--- config.mk ---
export PLATFORM = sky130hd
export DESIGN_NAME = xbus_sequencer
export DESIGN_NICKNAME = d
export VERILOG_FILES = /design/src/rtl/xbus_sequencer.sv
export SDC_FILE = /design/constraint.sdc
export NUM_CORES = 1
export LEC_CHECK = 0
export BUFFER_PORTS_ARGS = -buffer_cell sky130_fd_sc_hd__buf_4
export CORE_UTILIZATION = 48
export CTS_CLUSTER_DIAMETER = 100
export CTS_CLUSTER_SIZE = 28
export DETAILED_ROUTE_END_ITERATION = 6
export HOLD_SLACK_MARGIN = 0.12
export PLACE_DENSITY = 0.88
export SLEW_MARGIN = 25
export SYNTH_ARGS = -nofsm -noshare
export SYNTH_HDL_FRONTEND = slang
export SYNTH_SLANG_ARGS = --single-unit
--- constraint.sdc ---
create_clock -name clk -period 2 [get_ports clk]
set_clock_uncertainty 0.1 [all_clocks]
set_input_delay 0.3 -clock clk [delete_from_list [all_inputs] [get_ports clk]]
set_output_delay 0.3 -clock clk [all_outputs]
set_load 0.02 [all_outputs]
--- src/rtl/xbus_sequencer.sv ---
// xbus_sequencer: fetch-driven sequencer for the 8-bit multiplexed bus.
// Runs PC/INSTR phases, then data phases only when the core asks.
module xbus_sequencer #(
   parameter int WAIT_LIMIT = 255
) (
   input  logic        clk,
   input  logic        rst,
   input  logic        ena,
   input  logic        ext_ready,
   input  logic [7:0]  bus_in,
   output logic [7:0]  bus_out,
   output logic        bus_oe,
   output logic [2:0]  phase,
   output logic        ext_we,
   input  logic [15:0] pc,
   input  logic [15:0] dmem_addr,
   input  logic [15:0] dmem_wdata,
   input  logic        dmem_we,
   input  logic        dmem_req,
   output logic [15:0] instr,
   output logic [15:0] dmem_rdata,
   output logic        core_step,
   output logic        timeout_err
);

   localparam int CW =
      (WAIT_LIMIT > 0) ? $clog2(WAIT_LIMIT + 1) : 1;
   localparam logic [CW-1:0] LIM_M1 =
      CW'((WAIT_LIMIT > 0) ? WAIT_LIMIT - 1 : 0);

   typedef enum logic [3:0] {
      S_IDLE,
      S_PC_LO,
      S_PC_HI,
      S_INSTR_LO,
      S_INSTR_HI,
      S_DECODE,
      S_DADDR_LO,
      S_DADDR_HI,
      S_DDATA_LO,
      S_DDATA_HI
   } state_t;

   state_t        state_q;
   state_t        state_d;
   logic [CW-1:0] wcnt_q;
   logic          we_q;
   logic          gated;
   logic          forced;
   logic          adv;

   // Bus phases wait on ext_ready; timeout forces the advance.
   always_comb begin
      gated  = 1'b0;
      forced = 1'b0;
      unique case (state_q)
         S_PC_LO, S_PC_HI,
         S_INSTR_LO, S_INSTR_HI,
         S_DADDR_LO, S_DADDR_HI,
         S_DDATA_LO, S_DDATA_HI: gated = 1'b1;
         default:                gated = 1'b0;
      endcase
      if (WAIT_LIMIT > 0)
         forced = gated && !ext_ready
                  && (wcnt_q == LIM_M1);
      adv = gated && (ext_ready || forced);
   end

   // Next-state decode.
   always_comb begin
      state_d = state_q;
      unique case (state_q)
         S_IDLE:
            if (ena) state_d = S_PC_LO;
         S_PC_LO:
            if (adv) state_d = S_PC_HI;
         S_PC_HI:
            if (adv) state_d = S_INSTR_LO;
         S_INSTR_LO:
            if (adv) state_d = S_INSTR_HI;
         S_INSTR_HI:
            if (adv) state_d = S_DECODE;
         S_DECODE:
            if (dmem_req) state_d = S_DADDR_LO;
            else if (ena) state_d = S_PC_LO;
            else          state_d = S_IDLE;
         S_DADDR_LO:
            if (adv) state_d = S_DADDR_HI;
         S_DADDR_HI:
            if (adv) state_d = S_DDATA_LO;
         S_DDATA_LO:
            if (adv) state_d = S_DDATA_HI;
         S_DDATA_HI:
            if (adv) state_d = ena ? S_PC_LO : S_IDLE;
         default:
            state_d = S_IDLE;
      endcase
   end

   // Moore bus outputs; core_step also uses the final advance.
   always_comb begin
      phase     = 3'd0;
      bus_oe    = 1'b0;
      bus_out   = 8'h00;
      ext_we    = 1'b0;
      core_step = 1'b0;
      unique case (state_q)
         S_IDLE: begin
            phase = 3'd0;
         end
         S_PC_LO: begin
            phase   = 3'd0;
            bus_oe  = 1'b1;
            bus_out = pc[7:0];
         end
         S_PC_HI: begin
            phase   = 3'd1;
            bus_oe  = 1'b1;
            bus_out = pc[15:8];
         end
         S_INSTR_LO: begin
            phase = 3'd2;
         end
         S_INSTR_HI: begin
            phase = 3'd3;
         end
         S_DECODE: begin
            phase     = 3'd3;
            core_step = !dmem_req;
         end
         S_DADDR_LO: begin
            phase   = 3'd4;
            bus_oe  = 1'b1;
            bus_out = dmem_addr[7:0];
            ext_we  = we_q;
         end
         S_DADDR_HI: begin
            phase   = 3'd5;
            bus_oe  = 1'b1;
            bus_out = dmem_addr[15:8];
            ext_we  = we_q;
         end
         S_DDATA_LO: begin
            phase   = 3'd6;
            bus_oe  = we_q;
            bus_out = dmem_wdata[7:0];
            ext_we  = we_q;
         end
         S_DDATA_HI: begin
            phase     = 3'd7;
            bus_oe    = we_q;
            bus_out   = dmem_wdata[15:8];
            ext_we    = we_q;
            core_step = adv;
         end
         default: begin
            phase = 3'd0;
         end
      endcase
   end

   // State register.
   always_ff @(posedge clk) begin
      if (rst) state_q <= S_IDLE;
      else     state_q <= state_d;
   end

   // Wait counter: counts stalled cycles, clears on any move.
   always_ff @(posedge clk) begin
      if (rst || (state_d != state_q))
         wcnt_q <= '0;
      else if (gated && !ext_ready)
         wcnt_q <= wcnt_q + 1'b1;
   end

   // Captured instruction/load data, store flag, timeout flag.
   always_ff @(posedge clk) begin
      if (rst) begin
         instr       <= 16'h0000;
         dmem_rdata  <= 16'h0000;
         we_q        <= 1'b0;
         timeout_err <= 1'b0;
      end else begin
         if (adv && state_q == S_INSTR_LO)
            instr[7:0] <= bus_in;
         if (adv && state_q == S_INSTR_HI)
            instr[15:8] <= bus_in;
         if (state_q == S_DECODE && dmem_req)
            we_q <= dmem_we;
         if (adv && !we_q && state_q == S_DDATA_LO)
            dmem_rdata[7:0] <= bus_in;
         if (adv && !we_q && state_q == S_DDATA_HI)
            dmem_rdata[15:8] <= bus_in;
         if (forced)
            timeout_err <= 1'b1;
      end
   end

endmodule

==> results of run 1 <==
[worst max-delay path, delay by kind of cell (launching register included)]
kind / cells / cell delay, ns
simple gates: 2 / 0.37
compound gates: 2 / 0.34
buf+inv: 2 / 0.35
flops: 1 / 0.41
[synthesized netlist by cell type (2+ instances only)]
cell,number,share of area
a22o_1,3,0.010
ha_1,2,0.0098
nand2_1,13,0.019
a222oi_1,3,0.012
and3_1,3,0.0074
a21oi_1,8,0.016
nor2b_1,3,0.0074
a21o_1,2,0.0059
o21ai_0,9,0.018
nand2b_1,4,0.0098
nor3_1,10,0.020
a32oi_1,4,0.014
a211oi_1,2,0.0059
buf_2,4,0.0078
nand3_1,7,0.014
nand4_1,4,0.0098
and3b_1,2,0.0069
xnor2_1,3,0.010
clkbuf_1,6,0.0088
xor2_1,5,0.017
mux2i_1,40,0.16
buf_4,4,0.012
dfxtp_1,47,0.37
buf_6,3,0.013
inv_1,5,0.0074
nor2_1,58,0.085
o22ai_1,3,0.0074
a22oi_1,6,0.018
o21bai_1,2,0.0059
[cell type report]
class                   instances  share of cell area
well taps                      70              0.0214
flip-flops and latches         47               0.234
clock inverters                 3             0.00488
repair buffers                155               0.306
clock buffers                   5              0.0168
multi-input cells             217               0.409
inverters                       6             0.00732
[power breakdown]
part	switching, mW	leakage, nW	total, mW	internal (mW)
logic	0.211	1.45	0.444	0.232
registers	0.0138	0.383	0.952	0.938
clock network	0.333	0.0402	0.576	0.243
[sequential cells by signal (all words and copies together) (netlist names)]
register / flops
gated: 1
timeout_err: 1
state_q: 4
we_q: 1
instr: 16
dmem_rdata: 16
wcnt_q: 8
[through the flow]
| step | area, um2 | power [mW] | cells |
|---|---|---|---|
| after floorplan | 2550 | 1.13 | 288 |
| after global placement | 3590 | 1.30 | 478 |
| after detailed placement | 3590 | 1.31 | 478 |
| after CTS | 3830 | 1.89 | 496 |
| after global routing | 4100 | 2.05 | 503 |
| final | 4100 | 1.97 | 503 |
[worst paths after layout]
path / startpoint / endpoint / slack [ns] / depth (start not counted)
setup / recovery: state_q[0]$_SDFF_PP0_ / bus_out[4] / -0.17 / 6
hold reg to reg: timeout_err$_SDFFE_PP0P_ / timeout_err$_SDFFE_PP0P_ / 0.40 / 2
hold / removal: bus_in[3] / instr[11]$_SDFFE_PP0P_ / 0.15 / 3
setup reg to reg: state_q[1]$_SDFF_PP0_ / wcnt_q[1]$_SDFFE_PP0P_ / -0.01 / 7
[cells by family after synthesis]
group | count (synthesis)
AO/OA/AOI/OAI | 54
XOR/XNOR | 8
adder cells (fa/ha/maj) | 2
buffers and inverters | 24
flip-flops | 47
multiplexers | 41
AND/OR/NAND/NOR | 112
[metal layers]
layer  up-vias  routed length [um]  GRT usage
met3        23                 795     0.0817
li1       1322                   -          -
met1      1375                3550      0.333
met4         0                 225      0.132
met2       178                4190      0.462
met5         -                   0          0
[what timing repair did]
| item | in CTS | in global routing |
|---|---|---|
| endpoints found under the hold margin | 0 | 1 |
| buffers inserted | 10 | 6 |
| resized for setup | 34 | 40 |
| pin swaps | 15 | 13 |
| setup endpoints to repair | 37 | 39 |
| hold buffers | 0 | 1 |
==> flow_summary.yaml, run 1 <==
logic_synthesis:
  async_flop_share: 0
  synth.avg_cell_area_um2: 8.87
  ys_seq_area_frac: 0.368
  synthesis.area_mm2: 0.00255
  yosysUniqueCellTypes: 52
  ys_seq_elements: 47
  synth_compound_area_frac: 0.166
  postSynthCellCount: 288
  synth_top_family_by_area: "simple AND/OR/NAND/NOR gates"
  synth_edf_count: 0
  synth_ff_type: "dfxtp_1"
  synth-xor-area-share: 0.0274
  syn_nets: 352
  synthAdderAreaFrac: 0.00980
  synth_mux_area_frac: 0.161
  yosys_warnings: 0
  synthSimpleGateAreaFrac: 0.216
worst_setup_path:
  cp.arrival_ns: 1.77
  startpoint_type: "flop"
  max_stage_delay_ns: 0.41
  cp_max_fo: 6
  critPathRequiredTime_ns: 1.60
  path_cells: "buf_4 > nand2b_1 > nor2_1 > a32oi_1 > o221ai_1 > buf_4"
  crit_type: "reg2out"
  crit_slowest_cell: "dfxtp_4"
  cp-end-kind: "output pin"
  cpMostUsedCell: "buf_4"
finish:
  drive_gt1_frac: 0.483
  register_area_um2: 961
  fillers: 303
  nNetsFinal: 496
  layout_common_cells: "137 x buf_4, 53 x nor2_1, 41 x dfxtp_1"
  fin_util: 0.803
  multi_input_area_mm2: 0.00168
  area_growth_pct: 60.6
  final_common_cell: "buf_4"
  antenna_cells: 0
detailed_routing:
  drc_errors: 0
  drt_iter0_markers: 253
  ant_nets: 0
  dr.pass1.iters: 5
  routedWlPerCell_um: 17.4
  totalWireLength_mm: 8.76
  vias: 2898
  routed_via_density: 5.76
hold_path:
  hold_class: "in2reg"
timing:
  hold_ws_ns: 0.150
  slew_viol_final: 0
  rsz0062_at_grt: "true"
  fin_tns_setup_ns: -1.26
  layout_setup_ws_ns: -0.173
  fmax_mhz: 460
  max_slew_margin: 0.733
  finalSetupViolCount: 15
  finalHoldViolCount: 0
  tightest_slew_ns: 0.401
  finalCritPeriodShare: 1.09
  finalCriticalPeriod_ns: 2.17
global_routing:
  grt_max_degree: 41
  grt_pass1_wl_mm: 11.9
  grt.total_usage: 0.279
  antenna_found_initial: 0
  grt_pass1_vias: 2646
  overflow: 0
clock_tree:
  cts-buffers-inserted: 5
  cts_sinks: 47
  htree_levels: 2
  cts_tree: "yes"
  clockRootBuffer: "clkbuf_8"
  cts_max_path_buffers: 2
  clock_latency_ns: 0.31
  path_clk_slew_ns: 0.09
die:
  die-area_mm2: 0.00562
  initial_core_util: 0.500
  rows: 26
  core_mm2: 0.00511
  die_h_um: 74.9
  io_pins: 109
  chipWidth_um: 74.9
pwr:
  power.density_mw_per_mm2: 481
  vdd_drop_max_uv: 517
  leakage_nw: 1.87
place:
  dp_hpwl_mm: 5.66
  place.gp.congestion: 0.908
  io_buffers: 108
  post-place-ws_ns: -0.0827
run_status:
  status: "complete, but fails checks"
  violations: "negative setup slack"
flow_run:
  cap_violations: 0
(Power assumes the default switching activity.)
==> run 2, diff against run 1 <==
Settings changed: CORE_ASPECT_RATIO set to 1.1.
==> run 2 against run 1 <==
The flow still finishes with violations (negative setup slack). Non-clock buffer count fell by 12. Via count fell by 6.8%. Critical path depth fell by 1. Design area fell by 7.0%. Worst hold slack got worse by 0.0081 ns. Global-route usage fell by 0.76 points. Critical endpoint unchanged.
==> flow_summary.yaml, run 2 (synthesized netlist as in run 1, its figures left out) <==
finish:
  layout_common_cells: "136 x buf_4, 54 x nor2_1, 40 x dfxtp_1"
  antenna_cells: 0
  largestRegisters: "dmem_rdata x16, instr x16, wcnt_q x8"
  register_area_um2: 960
  area_growth_pct: 49.3
  final_common_cell: "buf_4"
  final_cell_area_mm2: 0.00381
  fillers: 350
  drive_gt1_frac: 0.435
  multi_input_area_mm2: 0.00154
  fin_util: 0.752
  nNetsFinal: 484
timing:
  finalCritPeriodShare: 1.06
  layout_setup_ws_ns: -0.127
  finalHoldViolCount: 0
  rsz0062_at_grt: "true"
  hold_ws_ns: 0.142
  slew_viol_final: 0
  finalCriticalPeriod_ns: 2.13
  fmax_mhz: 470
  max_slew_margin: 0.725
  finalSetupViolCount: 8
  tightest_slew_ns: 0.410
pwr:
  sequentialPowerShare: 0.508
  power.density_mw_per_mm2: 490
  swShare: 0.263
  vdd_drop_max_uv: 460
  power_mw: 1.87
  netSwitchingPower_mw: 0.491
  p_comb_frac: 0.198
  p_clk_frac: 0.293
  p_int_mw: 1.38
  leakage_nw: 1.77
detailed_routing:
  dr.pass1.iters: 4
  totalWireLength_mm: 7.66
  vias: 2700
  ant_nets: 0
  routedWlPerCell_um: 16.0
  drt_iter0_markers: 179
  routed_via_density: 5.64
  drc_errors: 0
place:
  place_area_mm2: 0.00359
  post-place-ws_ns: -0.0361
  io_buffers: 108
  dp_hpwl_mm: 5.72
  place.gp.congestion: 0.879
run_status:
  status: "complete, but fails checks"
  violations: "negative setup slack"
worst_setup_path:
  cp.arrival_ns: 1.73
  timing.reg2reg.setup_slack_ns: 0.06
  worstRegToRegCells: 8
  critPathRequiredTime_ns: 1.60
  crit_type: "reg2out"
  r2r_end: "gated$_DFF_P_"
  timing.rr.start: "wcnt_q[0]$_SDFFE_PP0P_"
  cp_max_fo: 11
  startpoint: "state_q[1]$_SDFF_PP0_"
  startpoint_type: "flop"
  cp-end-kind: "output pin"
global_routing:
  antenna_found_initial: 0
  grt.total_usage: 0.272
  grt_pass1_vias: 2767
  grt_pass1_wl_mm: 12.3
  grt_max_degree: 29
  overflow: 0
clock_tree:
  cts-buffers-inserted: 5
  clockRootBuffer: "clkbuf_8"
  path_clk_slew_ns: 0.08
  clock_latency_ns: 0.29
  cts_tree: "yes"
  htree_levels: 2
  postCtsHoldBufs: 0
  cts_max_path_buffers: 2
  cts_sinks: 47
hold_path:
  hold_path.startpoint: "dmem_we"
  worstHoldEndpoint: "we_q$_SDFFE_PP0P_"
  hold_class: "in2reg"
  whs_path_depth: 3
die:
  initial_core_util: 0.504
  die-area_mm2: 0.00562
  core_mm2: 0.00507
  rows: 27
  chipWidth_um: 71.5
  die_h_um: 78.5
  io_pins: 109
flow_run:
  cap_violations: 0
-- run 2: cell count changes in the layout (fill, tap and decap cells not counted), sizes merged --
cell / previous run / this run
dlygate4sd3: 1 / 0
buf: 154 / 143
clkbuf: 5 / 6
clkinvlp: 2 / 1
-- run 2: worst max path at each step --
stage | end | slack, ns | cells past startpoint
2_1_floorplan | bus_out[1] | 0.05 | 5
3_3_place_gp | gated$_DFF_P_ | 0.06 | 7
3_5_place_dp | wcnt_q[6]$_SDFFE_PP0P_ | -0.04 | 7
4_1_cts | bus_out[1] | -0.1 | 5
5_1_grt | bus_out[4] | -0.21 | 5
6_report | bus_out[4] | -0.13 | 5
-- run 2: metal layers --
metal	share of wire	vias up	routed length, um	GRT usage
li1	-	1294	-	-
met1	0.38	1233	2910	0.288
met2	0.49	153	3770	0.499
met3	0.10	20	765	0.0783
met4	0.028	0	216	0.110
met5	0	-	0	0
-- run 2: area by class of cell --
cell class | count | share of cell area
clock buffers | 6 | 0.0190
clock inverters | 2 | 0.00328
inverters | 6 | 0.00722
multi-input cells | 217 | 0.403
flip-flops and latches | 47 | 0.252
well taps | 58 | 0.0190
repair buffers | 143 | 0.296
-- run 2: through the flow --
step | TNS [ns] | instances
after CTS | -0.574 | 478
after floorplan | 0 | 288
final | -0.524 | 479
after global routing | -1.48 | 479
after global placement | 0 | 466
after detailed placement | -0.111 | 466
-- run 2: what timing repair did --
item                                    in CTS  in global routing
endpoints found under the setup margin      20                 53
gates resized for setup                     26                 14
setup buffers                                4                  1
pin swaps                                   10                  6
-- run 2: critical path, stage by stage, from the launching register on --
cell and delay, ns:
dfxtp_4 0.40, or3b_4 0.45, nor2_1 0.19, a22oi_1 0.13
o221ai_1 0.09, buf_4 0.18
-- run 2: power groups by stage --
stage	logic [mW]	registers [mW]	clock network (mW)
2_1_floorplan	0.159	0.971	0
3_5_place_dp	0.335	0.973	0
5_1_grt	0.393	0.952	0.612
6_report	0.371	0.950	0.548
4_1_cts	0.360	0.952	0.561
3_3_place_gp	0.329	0.972	0
==> run 3, diff against run 2 <==
Settings changed: PLACE_DENSITY 0.88 to unset, PLACE_DENSITY_LB_ADDON set to 0.12.
==> run 3 against run 2 <==
The run still ends with negative setup slack left. Die area did not move. Non-clock buffer count grew 21. Maximum frequency decreased by 3.8%. Power up 9.6%. Cell count up 4.4%. Critical path type unchanged. Wire length rose by 17%. Design area grew 9.7%. Combinational power is 28% higher.
==> flow_summary.yaml, run 3 (synthesized netlist as in run 1, its figures left out) <==
global_routing:
  overflow: 0
  antenna_found_initial: 0
  grt.total_usage: 0.296
  grt_pass1_vias: 2750
  grt_pass1_wl_mm: 13.1
  grt_max_degree: 41
detailed_routing:
  drc_errors: 0
  routedWlPerCell_um: 18.0
  totalWireLength_mm: 8.99
  routed_via_density: 5.76
  ant_nets: 0
  drt_iter0_markers: 142
  vias: 2879
  dr.pass1.iters: 5
finish:
  layout_common_cells: "145 x buf_4, 51 x nor2_1, 41 x dfxtp_1"
  antenna_cells: 0
  largestRegisters: "dmem_rdata x16, instr x16, wcnt_q x8"
  area_growth_pct: 63.7
  final_cell_area_mm2: 0.00418
  nNetsFinal: 505
  final_cells: 500
  drive_gt1_frac: 0.509
  fillers: 306
  final_common_cell: "buf_4"
  fin_util: 0.825
clock_tree:
  cts_tree: "yes"
  path_clk_slew_ns: 0.09
  clock_latency_ns: 0.31
  cts_sinks: 47
  cts-buffers-inserted: 5
  cts_max_path_buffers: 2
  htree_levels: 2
  clockRootBuffer: "clkbuf_8"
worst_setup_path:
  cp-end-kind: "output pin"
  startpoint: "state_q[0]$_SDFF_PP0_"
  critPathRequiredTime_ns: 1.60
  timing.rr.start: "wcnt_q[0]$_SDFFE_PP0P_"
  cp.arrival_ns: 1.81
  startpoint_type: "flop"
  crit_type: "reg2out"
  cp_max_fo: 5
place:
  place_inst: 476
  io_buffers: 108
  place_area_mm2: 0.00366
  dp_hpwl_mm: 5.78
  post-place-ws_ns: -0.0646
  place.gp.congestion: 0.942
timing:
  max_slew_margin: 0.731
  hold_ws_ns: 0.135
  fin_tns_setup_ns: -1.06
  layout_setup_ws_ns: -0.211
  finalCriticalPeriod_ns: 2.21
  rsz0062_at_grt: "true"
  slew_viol_final: 0
  tightest_slew_ns: 0.401
  finalCritPeriodShare: 1.11
  finalSetupViolCount: 12
  fmax_mhz: 452
  finalHoldViolCount: 0
run_status:
  status: "complete, but fails checks"
  violations: "negative setup slack"
pwr:
  power.density_mw_per_mm2: 490
  netSwitchingPower_mw: 0.572
  power_mw: 2.05
  swShare: 0.280
  p_clk_frac: 0.304
  sequentialPowerShare: 0.464
  p_comb_frac: 0.232
  leakage_nw: 1.93
  vdd_drop_max_uv: 521
  p_int_mw: 1.48
hold_path:
  hold_path.startpoint: "dmem_we"
  hold_class: "in2reg"
die:
  io_pins: 109
  die_h_um: 78.5
  core_mm2: 0.00507
  die-area_mm2: 0.00562
  initial_core_util: 0.504
  rows: 27
  chipWidth_um: 71.5
flow_run:
  cap_violations: 0
## run 3: final cells by class
class | count | area (um2) | share of cell area
Clock inverter | 2 | 13.8 | 0.00329
Clock buffer | 6 | 82.6 | 0.0197
Multi-Input combinational cell | 217 | 1690 | 0.404
Inverter | 6 | 28.8 | 0.00688
Tap cell | 58 | 72.6 | 0.0174
Sequential cell | 47 | 956 | 0.229
Timing Repair Buffer | 164 | 1340 | 0.320
## run 3: worst max-delay path, stage by stage (launching register included)
cell      delay, ns
dfxtp_4        0.40
buf_4          0.15
nor2b_4        0.21
buf_6          0.14
a32oi_1        0.12
o221ai_1       0.28
buf_4          0.21
## run 3: repair_timing
item                       4_1_cts  5_1_grt
setup endpoints to repair       16       35
resized for setup               43       36
setup buffers                   11        6
pin swaps                       12       18
hold buffers                     0        0
## run 3: final timing paths
kind                                   end  cells past startpoint  slack [ns]
setup / recovery                bus_out[4]                      6       -0.21
hold / removal           we_q$_SDFFE_PP0P_                      3        0.13
setup reg to reg             gated$_DFF_P_                      8        0.04
hold reg to reg   timeout_err$_SDFFE_PP0P_                      2        0.38
## run 3: power by group through the flow
stage               logic (mW)  registers, mW  clock network, mW
floorplan                0.159          0.971                  0
global placement         0.352          0.972                  0
detailed placement       0.354          0.972                  0
CTS                      0.421          0.948              0.625
global route             0.499          0.952              0.669
finish                   0.474          0.950              0.623
## run 3: layer usage
layer	wire length (um)	vias up	global-route usage
met3	858	48	0.0745
met5	0	-	0
li1	-	1337	-
met1	3420	1302	0.342
met2	4270	192	0.515
met4	436	0	0.127
